===== src/rtl/axi_lite_master_bridge.sv =====
// AXI4-Lite initiator bridge.
// It converts single-beat core requests into AXI4-Lite read or write transactions.
// Only one transaction is outstanding at a time.
// Every AXI VALID/READY output and every core handshake output comes straight from a flop.
module axi_lite_master_bridge #(
  parameter int unsigned AWIDTH = 32,
  parameter int unsigned DWIDTH = 64,
  parameter int unsigned DSIZE  = DWIDTH / 8
) (
  input  logic              clk,
  input  logic              resetn,
  // core request
  input  logic              req_valid,
  output logic              req_ready,
  input  logic              req_wen,
  input  logic [AWIDTH-1:0] req_addr,
  input  logic [DWIDTH-1:0] req_wdata,
  input  logic [DSIZE-1:0]  req_wstrb,
  // core response
  output logic              resp_valid,
  input  logic              resp_ready,
  output logic [DWIDTH-1:0] resp_rdata,
  output logic              resp_err,
  // AXI write address
  output logic [AWIDTH-1:0] AWADDR,
  output logic              AWVALID,
  input  logic              AWREADY,
  // AXI write data
  output logic [DWIDTH-1:0] WDATA,
  output logic [DSIZE-1:0]  WSTRB,
  output logic              WVALID,
  input  logic              WREADY,
  // AXI write response
  input  logic [1:0]        BRESP,
  input  logic              BVALID,
  output logic              BREADY,
  // AXI read address
  output logic [AWIDTH-1:0] ARADDR,
  output logic              ARVALID,
  input  logic              ARREADY,
  // AXI read data
  input  logic [DWIDTH-1:0] RDATA,
  input  logic [1:0]        RRESP,
  input  logic              RVALID,
  output logic              RREADY
);

  typedef enum logic [2:0] {
    S_IDLE = 3'd0,
    S_AR   = 3'd1,
    S_R    = 3'd2,
    S_AW_W = 3'd3,
    S_B    = 3'd4,
    S_RESP = 3'd5
  } state_t;

  state_t              state_q, state_n;
  logic [AWIDTH-1:0]   addr_q, addr_n;
  logic [DWIDTH-1:0]   wdata_q, wdata_n;
  logic [DSIZE-1:0]    wstrb_q, wstrb_n;
  logic [DWIDTH-1:0]   rdata_q, rdata_n;
  logic                err_q, err_n;
  logic                aw_done_q, aw_done_n;
  logic                w_done_q, w_done_n;
  logic                awvalid_q, awvalid_n;
  logic                wvalid_q, wvalid_n;
  logic                arvalid_q, arvalid_n;
  logic                rready_q, rready_n;
  logic                bready_q, bready_n;
  logic                req_ready_q, req_ready_n;
  logic                resp_valid_q, resp_valid_n;
  logic                aw_hs, w_hs;

  // State and registered outputs; reset abandons any in-flight transaction.
  always_ff @(posedge clk or negedge resetn) begin
    if (!resetn) begin
      state_q      <= S_IDLE;
      addr_q       <= '0;
      wdata_q      <= '0;
      wstrb_q      <= '0;
      rdata_q      <= '0;
      err_q        <= 1'b0;
      aw_done_q    <= 1'b0;
      w_done_q     <= 1'b0;
      awvalid_q    <= 1'b0;
      wvalid_q     <= 1'b0;
      arvalid_q    <= 1'b0;
      rready_q     <= 1'b0;
      bready_q     <= 1'b0;
      req_ready_q  <= 1'b1;
      resp_valid_q <= 1'b0;
    end else begin
      state_q      <= state_n;
      addr_q       <= addr_n;
      wdata_q      <= wdata_n;
      wstrb_q      <= wstrb_n;
      rdata_q      <= rdata_n;
      err_q        <= err_n;
      aw_done_q    <= aw_done_n;
      w_done_q     <= w_done_n;
      awvalid_q    <= awvalid_n;
      wvalid_q     <= wvalid_n;
      arvalid_q    <= arvalid_n;
      rready_q     <= rready_n;
      bready_q     <= bready_n;
      req_ready_q  <= req_ready_n;
      resp_valid_q <= resp_valid_n;
    end
  end

  // Next-state, payload capture and next values of the registered handshake outputs.
  always_comb begin
    state_n   = state_q;
    addr_n    = addr_q;
    wdata_n   = wdata_q;
    wstrb_n   = wstrb_q;
    rdata_n   = rdata_q;
    err_n     = err_q;
    aw_done_n = 1'b0;
    w_done_n  = 1'b0;
    awvalid_n = 1'b0;
    wvalid_n  = 1'b0;
    aw_hs     = awvalid_q & AWREADY;
    w_hs      = wvalid_q & WREADY;

    case (state_q)
      S_IDLE: begin
        if (req_valid) begin
          addr_n = req_addr;
          if (req_wen) begin
            wdata_n   = req_wdata;
            wstrb_n   = req_wstrb;
            awvalid_n = 1'b1;
            wvalid_n  = 1'b1;
            state_n   = S_AW_W;
          end else begin
            state_n = S_AR;
          end
        end
      end
      S_AR: begin
        if (arvalid_q && ARREADY) state_n = S_R;
      end
      S_R: begin
        if (rready_q && RVALID) begin
          rdata_n = RDATA;
          err_n   = (RRESP != 2'b00);
          state_n = S_RESP;
        end
      end
      S_AW_W: begin
        // Each channel retires on its own handshake.
        // The state moves on once both channels are done.
        aw_done_n = aw_done_q | aw_hs;
        w_done_n  = w_done_q | w_hs;
        awvalid_n = awvalid_q & ~AWREADY;
        wvalid_n  = wvalid_q & ~WREADY;
        if (aw_done_n && w_done_n) state_n = S_B;
      end
      S_B: begin
        if (bready_q && BVALID) begin
          err_n   = (BRESP != 2'b00);
          state_n = S_RESP;
        end
      end
      S_RESP: begin
        if (resp_ready) state_n = S_IDLE;
      end
      default: state_n = S_IDLE;
    endcase

    arvalid_n    = (state_n == S_AR);
    rready_n     = (state_n == S_R);
    bready_n     = (state_n == S_B);
    req_ready_n  = (state_n == S_IDLE);
    resp_valid_n = (state_n == S_RESP);
  end

  // Output drive from registers.
  assign req_ready  = req_ready_q;
  assign resp_valid = resp_valid_q;
  assign resp_rdata = rdata_q;
  assign resp_err   = err_q;
  assign AWADDR     = addr_q;
  assign AWVALID    = awvalid_q;
  assign WDATA      = wdata_q;
  assign WSTRB      = wstrb_q;
  assign WVALID     = wvalid_q;
  assign BREADY     = bready_q;
  assign ARADDR     = addr_q;
  assign ARVALID    = arvalid_q;
  assign RREADY     = rready_q;

endmodule


===== config.mk =====
export PLATFORM = sky130hd
export DESIGN_NAME = axi_lite_master_bridge
export DESIGN_NICKNAME = d
export VERILOG_FILES = /design/src/rtl/axi_lite_master_bridge.sv
export SDC_FILE = /design/constraint.sdc
export NUM_CORES = 1
export LEC_CHECK = 0
export CAP_MARGIN = 20
export CORE_AREA = 3 3 151 153
export CTS_CLUSTER_SIZE = 20
export DETAILED_ROUTE_END_ITERATION = 10
export DIE_AREA = 0 0 154 156
export MAX_ROUTING_LAYER = met4
export PLACE_DENSITY = 0.69
export REMOVE_ABC_BUFFERS = 1
export SETUP_SLACK_MARGIN = 0.02
export SLEW_MARGIN = 20
export SYNTH_ARGS = -nofsm -noshare
export SYNTH_HDL_FRONTEND = slang
export SYNTH_SLANG_ARGS = --single-unit

===== constraint.sdc =====
create_clock -name clk -period 2.2 [get_ports clk]
set_clock_uncertainty 0.15 [all_clocks]
set_input_delay 0.44 -clock clk [delete_from_list [all_inputs] [get_ports clk]]
set_output_delay 0.44 -clock clk [all_outputs]
set_load 0.01 [all_outputs]

Yosys cells after proc, flatten, opt, wreduce, memory -nomap -nowiden

Index checks and enable logic that the tools add are counted.

Word-level logic and storage cells: 64
Output and inout bits: 208
Input port bits: 182
Register bits after elaboration: 181

Equal/unequal tests: 11
Reduce and logical (&&, ||, !) cells: 13
Bitwise operators: 8
Multiplexer cells: 17

Operator list:

| kind                                                             | number |
|---|---|
| 3-bit two-way mux                                                | 6 |
| 3-bit case mux with 6 select lines                               | 1 |
| 3-bit == test (second input constant)                            | 4 |
| 3-bit by 2-bit == test with 1-bit output (second input constant) | 3 |
| 3-bit by 1-bit == test with 1-bit output (second input constant) | 2 |
| 3-bit logical NOT                                                | 2 |
| 1-bit two-way mux                                                | 6 |
| 1-bit case mux with 2 select lines                               | 3 |
| 3-bit AND reduction                                              | 2 |
| 2-bit nonzero test                                               | 3 |
| 1-bit AND                                                        | 4 |
| 1-bit logical AND                                                | 4 |
| 2-bit inequality test (second input constant)                    | 2 |
| 2-bit AND reduction                                              | 2 |
| 2-bit two-way mux                                                | 1 |
| 1-bit inverter                                                   | 2 |
| 1-bit OR                                                         | 2 |

Longest topological paths before layout

Word-level depth: 6
Depth in mapped cells: 6
Mapped depth without buffers: 4

Worst setup path after synthesis

No wires, ideal clock.

Path kind: flip-flop to flip-flop
From: register state_q[1]
To: register wdata_q[0], in the netlist WDATA[0]
Period minus slack after synthesis: 1877 ps
Library setup time: 128 ps
Data arrival time: 1600 ps
Stages on the path, launching flop included: 6
Setup slack: 323 ps
Cell sequence: dfrtp_1 -> nor4b_4 -> nand2_1 -> buf_2 -> buf_2 -> mux2_1

Cells in the longest elaborated chain, start to end: 2

Ends and longest elaborated chain:

| element                       | RTL line | source |
|---|---|---|
| start, declared               | 57       | `state_t state_q, state_n;` |
| start signal, assigned        | 93       | `state_q <= state_n;` |
| 3-bit logical NOT             | 126      | `case (state_q)` |
| 3-bit AND reduction (no line) | -        |  |
| end signal, assigned          | 95       | `wdata_q <= wdata_n;` |
| end, declared                 | 59       | `logic [DWIDTH-1:0] wdata_q, wdata_n;` |

Every way passes these cells.
A chain may end at the register's enable or synchronous reset.

Worst setup path after layout

From: register req_ready_q, in the netlist req_ready
To: output req_ready

RTL lines:

| element                | RTL line | source |
|---|---|---|
| start, declared        | 70       | `logic req_ready_q, req_ready_n;` |
| start signal, assigned | 106      | `req_ready_q <= req_ready_n;` |
| end, declared          | 14       | `output logic req_ready,` |

No word-level cell between the ends.

==> impl_metrics.csv <==
group,metric,value,unit
synthesis,synth_top_family_by_area,"multiplexers",
critical_path,cpPeakStageDelay,0.55,ns
synthesis,ys.flop_type,"dfrtp_1",
critical_path,critical-path-top-delay-family,"buffers and inverters",
timing,finalSetupViolCount,0,
synthesis,ys_warn_count,0,
synthesis,post_synth_xor_area_fraction,0,
pwr,combPwrFrac,0.462,
synthesis,synth_compound_gate_area_share,0.00941,
critical_path,worst_ep_arrival_time,1.49,ns
run_status,status,"completed",
pwr,total_power,0.0164,W
timing,rsz0062_at_grt,"false",
run,cap_violations,0,
layout,area_delta_synth_final,67.9,%
synthesis,synth_most_common_cell,"dfrtp_1",
synthesis,async_flop_share,1.00,
synthesis,synth.area.mux_share,0.270,
timing,setup_ws,0.120,ns
synthesis,synth-seq-area-share,0.643,
critical_path,crit_buf_inv,1,
synthesis,synth_top_area_share,0.639,
pwr,worst_ir_drop_vdd,774,µV
synthesis,synth_area_leaders,"dfrtp_1 (64%), mux2_2 (19%), mux2_1 (8.3%), buf_4 (4.0%), buf_2 (0.78%)",
clocking,clkTransAtPathRegs,0.07,ns
critical_path,end_kind,"output port",
placed_design,port_buffers,389,
floorplan,fp.coreArea,21700,µm²
layout,antenna_cells,0,
critical_path,crit_fanout,1,
pwr,power_density,1390,nW/µm²
synthesis,synthDistinctLibCells,29,
route,drt_iter0_markers,167,
floorplan,pin_count,390,
synthesis,synth-edff-count,0,
timing,min_period,2.08,ns
synthesis,synthAdderAreaFrac,0,
pwr,switchingPower,0.00508,W
min_path,min_path_type,"reg -> reg",
synthesis,postSynthCellCount,440,
grt,grt_max_degree,51,
grt,grt_use_total,0.170,
pwr,p_int,0.0113,W
timing,timing.fmax,481,MHz
pwr,swShare,0.310,
clocking,h-tree-depth,4,
route,avgRoutedWirePerCell,18.1,µm
grt,grt_antenna_before_repair,0,
clocking,clk_path_buf_depth,2,
critical_path,slowest_stage,"clkdlybuf4s50_1",
pwr,power_frac_clock,0.179,
route,drc,0,
pwr,p_seq_frac,0.359,
clocking,cts_buffers,17,
grt,grt_pass1_wl,31000,µm
pwr,power_leakage,4.97,nW
route,routed_wl,20200,µm
critical_path,crit_required,1.61,ns
synthesis,synth_top_cell_by_area,"dfrtp_1",
placed_design,place_congestion,0.750,
synthesis,yosys.area_share.simple,0.0279,
critical_path,crit_chain,"clkdlybuf4s50_1",
critical_path,startpoint_type,"flip-flop",
synthesis,ys_ff_latch,181,
layout,final_net_count,1005,
clocking,postCtsResizedCells,0,
layout,final_util,0.545,
route,vias_per_cell,4.51,
floorplan,die_y,156,µm
floorplan,rows,54,
synthesis,syn_area,7040,µm²
synthesis,synth_common_cells,"dfrtp_1 (180), mux2_2 (117), mux2_1 (52)",
route,vias,5030,
route,detail-route-antenna-nets,0,
floorplan,start_util,0.325,
clocking,cts_tree,"yes",
timing,finalCritPeriodShare,0.945,
timing,slew_viol_final,0,
timing,holdWs,0.340,ns
placed_design,dpl_worst_slack,-0.0945,ns
clocking,clkSinkCount,181,
floorplan,die_area,24000,µm²
layout,drive_gt1_frac,0.217,
critical_path,path_class,"reg -> out",
floorplan,die_w,154,µm
timing,slew_headroom,0.652,
clocking,cts_root_buffer,"clkbuf_16",
timing,worst_slew_pin_slew,0.522,ns
placed_design,post-dp-hpwl,15600,µm
synthesis,syn-mean-instance-area,16.0,µm²
clocking,clock_latency,0.42,ns
route,dr.pass1.iters,4,
grt,grt_overflow_total,0,
grt,grt_pass1_vias,5526,
timing,hold_viol,0,
-- area by class of cell --
cell class / count / area, µm²
clock buffers: 19 / 443
clock inverters: 13 / 113
fillers: 1863 / 9860
multi-input cells: 208 / 2170
flip-flops and latches: 181 / 4530
well taps: 280 / 350
repair buffers: 415 / 4220
-- logic make-up after synthesis --
group	Yosys count
flops	181
buf+inv	51
simple gates	29
compound gates	10
mux	169
-- repair_timing --
item | in CTS | in global routing
setup endpoints to repair | 0 | 0
endpoints found under the hold margin | 44 | 0
hold buffers | 1 | 0
buffers inserted | 0 | 0
-- worst paths after layout --
kind	end	slack [ns]	startpoint	depth (start not counted)
worst max-delay path	req_ready	0.12	req_ready$_DFF_PN1_	1
worst min-delay path	WDATA[26]$_DFFE_PN0P_	0.34	WDATA[26]$_DFFE_PN0P_	1
worst max register to register	WDATA[22]$_DFFE_PN0P_	0.24	state_q[1]$_DFF_PN0_	5
worst min register to register	WDATA[26]$_DFFE_PN0P_	0.34	WDATA[26]$_DFFE_PN0P_	1
max in group asynchronous	req_ready$_DFF_PN1_	0.84	resetn	3
min in group asynchronous	WDATA[10]$_DFFE_PN0P_	0.39	resetn	2
-- layout by cell type, fill, tap and decap left out, drive strengths merged --
cell type / netlist / routed
buf: 49 / 26
clkbuf: 2 / 19
a32o: 1 / 1
dfstp: 1 / 1
a211o: 1 / 1
a21oi: 3 / 3
nand3: 2 / 2
and2b: 1 / 1
nand4: 1 / 1
a31oi: 1 / 1
clkinvlp: 0 / 4
o21ai: 2 / 2
nor4bb: 1 / 1
clkinv: 0 / 1
inv: 0 / 8
clkdlybuf4s50: 0 / 388
nor4b: 1 / 1
nor3: 4 / 4
o21bai: 1 / 1
dfrtp: 180 / 180
and2: 2 / 2
nand2b: 3 / 3
nor2b: 1 / 1
a31o: 1 / 1
nand3b: 2 / 2
mux2: 169 / 169
nor2: 3 / 3
nor3b: 3 / 3
nand2: 4 / 4
dlygate4sd3: 0 / 1
or4: 1 / 1
-- metrics by stage --
| step | std cells | TNS, ns | instance area, µm² |
|---|---|---|---|
| after CTS | 1116 | 0 | 11800 |
| after detailed placement | 1083 | -1.65 | 11300 |
| final | 1116 | 0 | 11800 |
| after floorplan | 389 | -223.86 | 6700 |
| after global routing | 1116 | 0 | 11800 |
| after global placement | 1083 | -0.193 | 11300 |
-- registers in the layout, indices dropped and copies added (netlist names) --
name and cells:
resp_rdata 64, resp_err 1, ARVALID 1, WVALID 1
RREADY 1, WSTRB 8, WDATA 64, req_ready 1
resp_valid 1, AWVALID 1, ARADDR 32, state_q 3
BREADY 1, aw_done_q 1, w_done_q 1
-- power groups by stage --
stage / clock [W] / sequential [W] / combinational (W)
3_3_place_gp: 0 / 0.00590 / 0.00759
3_5_place_dp: 0 / 0.00597 / 0.00766
4_1_cts: 0.00306 / 0.00592 / 0.00770
5_1_grt: 0.00319 / 0.00612 / 0.00804
6_report: 0.00293 / 0.00589 / 0.00757
2_1_floorplan: 0 / 0.00679 / 0.00182
-- metal layers --
metal / GRT usage / share of wire / vias up
met4: 0.0399 / 0.0098 / 0
met5: - / 0 / -
met2: 0.287 / 0.51 / 231
met1: 0.198 / 0.40 / 2511
met3: 0.0555 / 0.080 / 11
li1: - / - / 2277
Note: power is estimated with default switching activity, not from simulation.
